==> src/rtl/lsu_mem_arbiter_pkg.sv <==
// Shared types and defaults for the LSU data-memory arbiter.
// Latency: n/a (types and constants only).
// Backpressure: n/a.
package lsu_mem_arbiter_pkg;

    // Default geometry of the arbiter
    localparam int DEF_NUM_REQ   = 4;
    localparam int DEF_ADDR_BITS = 8;
    localparam int DEF_DATA_BITS = 8;

    // Arbiter FSM states, 3-bit encoded
    typedef enum logic [2:0] {
        ST_IDLE           = 3'd0,
        ST_READ_WAITING   = 3'd1,
        ST_WRITE_WAITING  = 3'd2,
        ST_READ_RELAYING  = 3'd3,
        ST_WRITE_RELAYING = 3'd4
    } arb_state_e;

endpackage

==> src/rtl/lsu_mem_arbiter_rr_pick.sv <==
// Round-robin picker: first active requester after last_grant, wrapping mod NUM_REQ.
// Latency: combinational.
// Backpressure: none; the caller decides when a pick is consumed.
module rr_pick #(
    parameter int NUM_REQ = 4,
    parameter int IDX_W   = 2
) (
    input  logic [NUM_REQ-1:0] req,
    input  logic [IDX_W-1:0]   last_grant,
    output logic [IDX_W-1:0]   grant,
    output logic               any_req
);

    logic [IDX_W-1:0] cand;

    // Walk last_grant+1 .. last_grant+NUM_REQ and keep the first active index
    always_comb begin
        grant   = '0;
        any_req = 1'b0;
        cand    = '0;
        for (int k = 1; k <= NUM_REQ; k++) begin
            cand = IDX_W'((int'(last_grant) + k) % NUM_REQ);
            if (!any_req && req[cand]) begin
                any_req = 1'b1;
                grant   = cand;
            end
        end
    end

endmodule

==> src/rtl/lsu_mem_arbiter.sv <==
// Shares one read/write data-memory channel among NUM_REQ LSUs, round-robin, one transaction at a time.
// Latency: mem_*_valid one cycle after a request is seen; req ready one cycle after mem ready.
// Backpressure: requesters wait on req_*_ready; memory stalls by holding mem_*_ready low.
module lsu_mem_arbiter
    import lsu_mem_arbiter_pkg::*;
#(
    parameter int NUM_REQ   = DEF_NUM_REQ,
    parameter int ADDR_BITS = DEF_ADDR_BITS,
    parameter int DATA_BITS = DEF_DATA_BITS
) (
    input  logic                           clk,
    input  logic                           reset,
    input  logic [NUM_REQ-1:0]             req_read_valid,
    input  logic [NUM_REQ*ADDR_BITS-1:0]   req_read_address,
    output logic [NUM_REQ-1:0]             req_read_ready,
    output logic [NUM_REQ*DATA_BITS-1:0]   req_read_data,
    input  logic [NUM_REQ-1:0]             req_write_valid,
    input  logic [NUM_REQ*ADDR_BITS-1:0]   req_write_address,
    input  logic [NUM_REQ*DATA_BITS-1:0]   req_write_data,
    output logic [NUM_REQ-1:0]             req_write_ready,
    output logic                           mem_read_valid,
    output logic [ADDR_BITS-1:0]           mem_read_address,
    input  logic                           mem_read_ready,
    input  logic [DATA_BITS-1:0]           mem_read_data,
    output logic                           mem_write_valid,
    output logic [ADDR_BITS-1:0]           mem_write_address,
    output logic [DATA_BITS-1:0]           mem_write_data,
    input  logic                           mem_write_ready,
    output logic                           busy
);

    localparam int IDX_W = (NUM_REQ > 1) ? $clog2(NUM_REQ) : 1;

    arb_state_e                   state_q, state_d;
    logic [IDX_W-1:0]             g_q, g_d;
    logic [IDX_W-1:0]             last_grant_q, last_grant_d;
    logic [ADDR_BITS-1:0]         rd_addr_q, rd_addr_d;
    logic [ADDR_BITS-1:0]         wr_addr_q, wr_addr_d;
    logic [DATA_BITS-1:0]         wr_data_q, wr_data_d;
    logic [NUM_REQ*DATA_BITS-1:0] rdata_q, rdata_d;

    logic [IDX_W-1:0]             pick_idx;
    logic                         any_req;

    rr_pick #(
        .NUM_REQ (NUM_REQ),
        .IDX_W   (IDX_W)
    ) u_rr_pick (
        .req        (req_read_valid | req_write_valid),
        .last_grant (last_grant_q),
        .grant      (pick_idx),
        .any_req    (any_req)
    );

    // State register; reset aborts any in-flight transaction
    always_ff @(posedge clk or negedge reset) begin
        if (!reset) begin
            state_q <= ST_IDLE;
        end else begin
            state_q <= state_d;
        end
    end

    // Next-state: grant in IDLE, wait for memory, then hold until the requester lets go
    always_comb begin
        state_d = state_q;
        case (state_q)
            ST_IDLE: begin
                if (any_req) begin
                    state_d = req_read_valid[pick_idx] ? ST_READ_WAITING : ST_WRITE_WAITING;
                end
            end
            ST_READ_WAITING:   if (mem_read_ready)          state_d = ST_READ_RELAYING;
            ST_WRITE_WAITING:  if (mem_write_ready)         state_d = ST_WRITE_RELAYING;
            ST_READ_RELAYING:  if (!req_read_valid[g_q])    state_d = ST_IDLE;
            ST_WRITE_RELAYING: if (!req_write_valid[g_q])   state_d = ST_IDLE;
            default:                                        state_d = ST_IDLE;
        endcase
    end

    // Datapath next values: latch the granted request, capture read data on completion
    always_comb begin
        g_d          = g_q;
        last_grant_d = last_grant_q;
        rd_addr_d    = rd_addr_q;
        wr_addr_d    = wr_addr_q;
        wr_data_d    = wr_data_q;
        rdata_d      = rdata_q;
        if (state_q == ST_IDLE && any_req) begin
            g_d          = pick_idx;
            last_grant_d = pick_idx;
            if (req_read_valid[pick_idx]) begin
                rd_addr_d = req_read_address[pick_idx*ADDR_BITS +: ADDR_BITS];
            end else begin
                wr_addr_d = req_write_address[pick_idx*ADDR_BITS +: ADDR_BITS];
                wr_data_d = req_write_data[pick_idx*DATA_BITS +: DATA_BITS];
            end
        end
        if (state_q == ST_READ_WAITING && mem_read_ready) begin
            rdata_d[g_q*DATA_BITS +: DATA_BITS] = mem_read_data;
        end
    end

    // Datapath registers; last_grant resets to NUM_REQ-1 so requester 0 is searched first
    always_ff @(posedge clk or negedge reset) begin
        if (!reset) begin
            g_q          <= '0;
            last_grant_q <= IDX_W'(NUM_REQ - 1);
            rd_addr_q    <= '0;
            wr_addr_q    <= '0;
            wr_data_q    <= '0;
            rdata_q      <= '0;
        end else begin
            g_q          <= g_d;
            last_grant_q <= last_grant_d;
            rd_addr_q    <= rd_addr_d;
            wr_addr_q    <= wr_addr_d;
            wr_data_q    <= wr_data_d;
            rdata_q      <= rdata_d;
        end
    end

    // Outputs decode from registered state only, so they clear as soon as reset asserts
    always_comb begin
        mem_read_valid    = (state_q == ST_READ_WAITING);
        mem_write_valid   = (state_q == ST_WRITE_WAITING);
        mem_read_address  = rd_addr_q;
        mem_write_address = wr_addr_q;
        mem_write_data    = wr_data_q;
        req_read_data     = rdata_q;
        busy              = (state_q != ST_IDLE);
        req_read_ready    = '0;
        req_write_ready   = '0;
        if (state_q == ST_READ_RELAYING)  req_read_ready[g_q]  = 1'b1;
        if (state_q == ST_WRITE_RELAYING) req_write_ready[g_q] = 1'b1;
    end

endmodule
==> config.mk <==
export PLATFORM = sky130hd
export DESIGN_NAME = lsu_mem_arbiter
export DESIGN_NICKNAME = d
export VERILOG_FILES = /design/src/rtl/lsu_mem_arbiter_pkg.sv /design/src/rtl/lsu_mem_arbiter_rr_pick.sv /design/src/rtl/lsu_mem_arbiter.sv
export SDC_FILE = /design/constraint.sdc
export NUM_CORES = 1
export LEC_CHECK = 0
export BUFFER_PORTS_ARGS = -buffer_cell sky130_fd_sc_hd__buf_2
export CAP_MARGIN = 25
export CORE_MARGIN = 10
export CORE_UTILIZATION = 52
export CTS_BUF_LIST = sky130_fd_sc_hd__clkbuf_4
export DETAILED_ROUTE_END_ITERATION = 8
export HOLD_SLACK_MARGIN = 0.12
export PLACE_DENSITY = 0.89
export SYNTH_ARGS = -nofsm -noshare
export SYNTH_HDL_FRONTEND = slang
export SYNTH_SLANG_ARGS = --single-unit
==> constraint.sdc <==
create_clock -name clk -period 5.9 [get_ports clk]
set_clock_uncertainty 0.05 [all_clocks]
set_input_delay 1.18 -clock clk [delete_from_list [all_inputs] [get_ports clk]]
set_output_delay 1.18 -clock clk [all_outputs]
set_load 0.02 [all_outputs]
==> summary.txt <==
Run status
  • Status: finished clean

Power and ir drop
  • NetSw: 1.11 mW
  • Flop pwr share: 0.297
  • Gate power share: 0.582
  • Pleak: 2.61 nW
  • P per Cell Area: 509 mW/mm^2
  • Worst IR drop on VDD: 0.000294 V
  • Clock power share: 0.121
  • Sw Share: 0.448
  • Int Power: 1.37 mW
  • Pwr Total: 2.48 mW

Setup path
  • Worst stage delay on the critical path: 0.60 ns
  • R2R Path Start: last_grant_q[1]
  • Worst endpoint required time: 6.15 ns
  • Slowest CP cell: buf_4
  • Crit. End Element: flop
  • Reg2reg path depth: 7
  • Reg2reg end: mem_read_address[6]
  • Crit Path Max Fanout: 51
  • Crit path to: mem_read_address[6]
  • Worst Setup SP: req_read_valid[1]
  • Crit path kind: in -> reg
  • Worst setup SP type: input pin
  • Critical Path AT: 3.74 ns
  • Crit path cell chain: buf_2, nor3_2, a211oi_1, a221o_2, buf_4, a21oi_1, o31ai_4, mux2_2
  • R2R Setup Slk: 2.70 ns

Die
  • Initial core utilization: 0.545
  • Die height: 105 um
  • Boundary Pins: 183
  • Row count: 30
  • Core footprint: 0.00691 mm^2
  • Die footprint: 0.0110 mm^2
  • Width of the die: 105 um

Synthesis
  • Yosys top cell area share: 0.406
  • Post-synth EDFFs: 0
  • Yosys Warn Count: 0
  • Synthesized flop and latch total: 63
  • Synth cell count leaders: mux2i_1 (72), nand2_1 (70), dfrtp_1 (61)
  • Synthesized instance count: 365
  • Top-count cell post-synth: mux2i_1
  • Ys async rst share: 1.00
  • Top post-synthesis cells by area: dfrtp_1 (41%), mux2i_1 (19%), nand2_1 (7.0%)
  • Yosys top cell by area: dfrtp_1
  • Avg Cell Area, Syn: 10.3 um^2
  • Netlist cell types: 44
  • Sequential cell area fraction in the yosys report: 0.420
  • Post-Syn Area: 0.00376 mm^2
  • Ys flop type: dfrtp_1
  • Syn Nets: 488

CTS
  • CTS buffer count: 9
  • Longest Clk Path Bufs: 2
  • CTS resizes: 0
  • Post-CTS setup buffer count: 0
  • CTS sink count: 63
  • CTS tree: done
  • CTS H-tree depth: 3
  • Hold buffers post-CTS: 0
  • Reg clk slew, reported paths: 0.11 ns
  • Clock Latency Late Sink: 0.40 ns
  • Root Driver: clkbuf_4

Placed design
  • GPL Wtd Cong: 0.865
  • Cell Area, Placed: 0.00472 mm^2
  • HPWL Detailed: 9410 um
  • Port Buf Inserts: 182

STA
  • Minimum clock period: 3.50 ns
  • RSZ-0062 raised after global routing: false
  • TNS Setup: 0 ns
  • Final Hold Violating Endpoints: 0
  • Final period util: 0.593
  • Relative slew slack: 0.361
  • Final setup viols: 0
  • Count of pins over their slew limit: 0
  • Max Fclk: 286 MHz
  • Worst slew pin tran: 0.957 ns

Global routing
  • GRT Total Usage: 0.206
  • Global route overflow: 0
  • Largest net degree at the start of global routing: 52
  • Vias in the first global route: 3,743
  • First-pass GRT wire length: 18,900 um
  • Initial antenna violation count: 1

Final layout
  • Fraction of layout cells with a size suffix above 1: 0.439
  • Final nets: 665
  • Fin area: 0.00488 mm^2
  • Layout area overhead: 29.7%

Route
  • Final ANT Viol Nets: 0
  • Detailed Route Iter0 Violations: 155
  • Vias post-DR: 3,424
  • Post-route DRC: 0
  • DRT Pass-1 Iters: 4
  • Vias per cell: 5.32
  • DR WL/cell: 18.0 um
  • Drt total wl: 11,600 um

Worst hold path
  • Hold Path Class: reg -> reg

Job
  • Max-cap viol count: 0
-- worst min-delay path by stage --
| stage | startpoint | to | cells past startpoint |
|---|---|---|---|
| finish | req_read_data[28] | req_read_data[28] | 2 |
| global route | req_read_data[15] | req_read_data[15] | 2 |
| CTS | req_read_data[8] | req_read_data[8] | 2 |
| detailed placement | req_read_data[8] | req_read_data[8] | 2 |
| global placement | req_read_data[12] | req_read_data[12] | 2 |
| floorplan | last_grant_q[1] | last_grant_q[1] | 2 |
-- flip-flops by register name, indices dropped and copies added, names as in the netlist --
| name | cells |
|---|---|
| state_q | 3 |
| last_grant_q | 2 |
| req_read_data | 32 |
| g_q | 2 |
| mem_write_data | 8 |
| mem_read_address | 8 |
| mem_write_address | 8 |
-- routing by layer --
layer  track usage  share of wire  up-vias
met2         0.357           0.51      157
met3        0.0663          0.073       17
met4        0.0706          0.019        0
li1              -              -     1650
met1         0.234           0.40     1600
met5             0              0        -
-- through the flow --
stage                util  setup WS, ns  hold slack, ns  std cells
global placement    0.684          1.88           0.406        626
floorplan               -          2.87           0.494        365
global route        0.707          2.23           0.474        644
CTS                 0.704          2.15           0.442        642
detailed placement  0.684          1.73           0.416        626
finish              0.707          2.40           0.440        644
-- cells by family (layout without fill, tap and decap cells) --
kind of cell / after synthesis / count (layout) / synth area share
flip-flops: 63 / 63 / 0.420
AND/OR/NAND/NOR: 105 / 105 / 0.125
other: 0 / 1 / 0
adder cells (fa/ha/maj): 7 / 7 / 0.0233
multiplexers: 103 / 103 / 0.297
AO/OA/AOI/OAI: 61 / 61 / 0.104
buffers and inverters: 26 / 208 / 0.0309
-- cell type report --
class,count,area (um^2)
Multi-Input combinational cell,276,2070
Fill cell,582,2030
Sequential cell,63,1580
Timing Repair Buffer,185,941
Tap cell,96,120
Clock inverter,7,73.8
Clock buffer,9,67.6
Inverter,7,26.3
Antenna cell,1,2.50
-- worst max-delay path, delay by kind of cell --
| family | cells | cell delay [ns] |
|---|---|---|
| muxes | 1 | 0.40 |
| buffers and inverters | 2 | 0.77 |
| AOI/OAI and AO/OA | 4 | 1.31 |
| and+or+nand+nor | 1 | 0.08 |
-- cells in the final DEF (no fill, tap or decap), types with 6 or more instances in the layout --
master      n
ha_1        7
buf_2     182
o21ai_0    39
and2_1     10
dfrtp_1    61
mux2i_1    72
clkbuf_4    9
mux2_4     10
mux2_2     20
inv_1       7
nand2_1    70
nor2_1      6
-- power by group through the flow --
| stage | clock network (mW) | registers, mW | logic [mW] |
|---|---|---|---|
| after detailed placement | 0 | 0.740 | 1.44 |
| after global placement | 0 | 0.731 | 1.39 |
| after CTS | 0.301 | 0.736 | 1.45 |
| final | 0.300 | 0.738 | 1.44 |
| after global routing | 0.322 | 0.763 | 1.57 |
| after floorplan | 0 | 0.871 | 0.914 |
(Power assumes the default switching activity.)
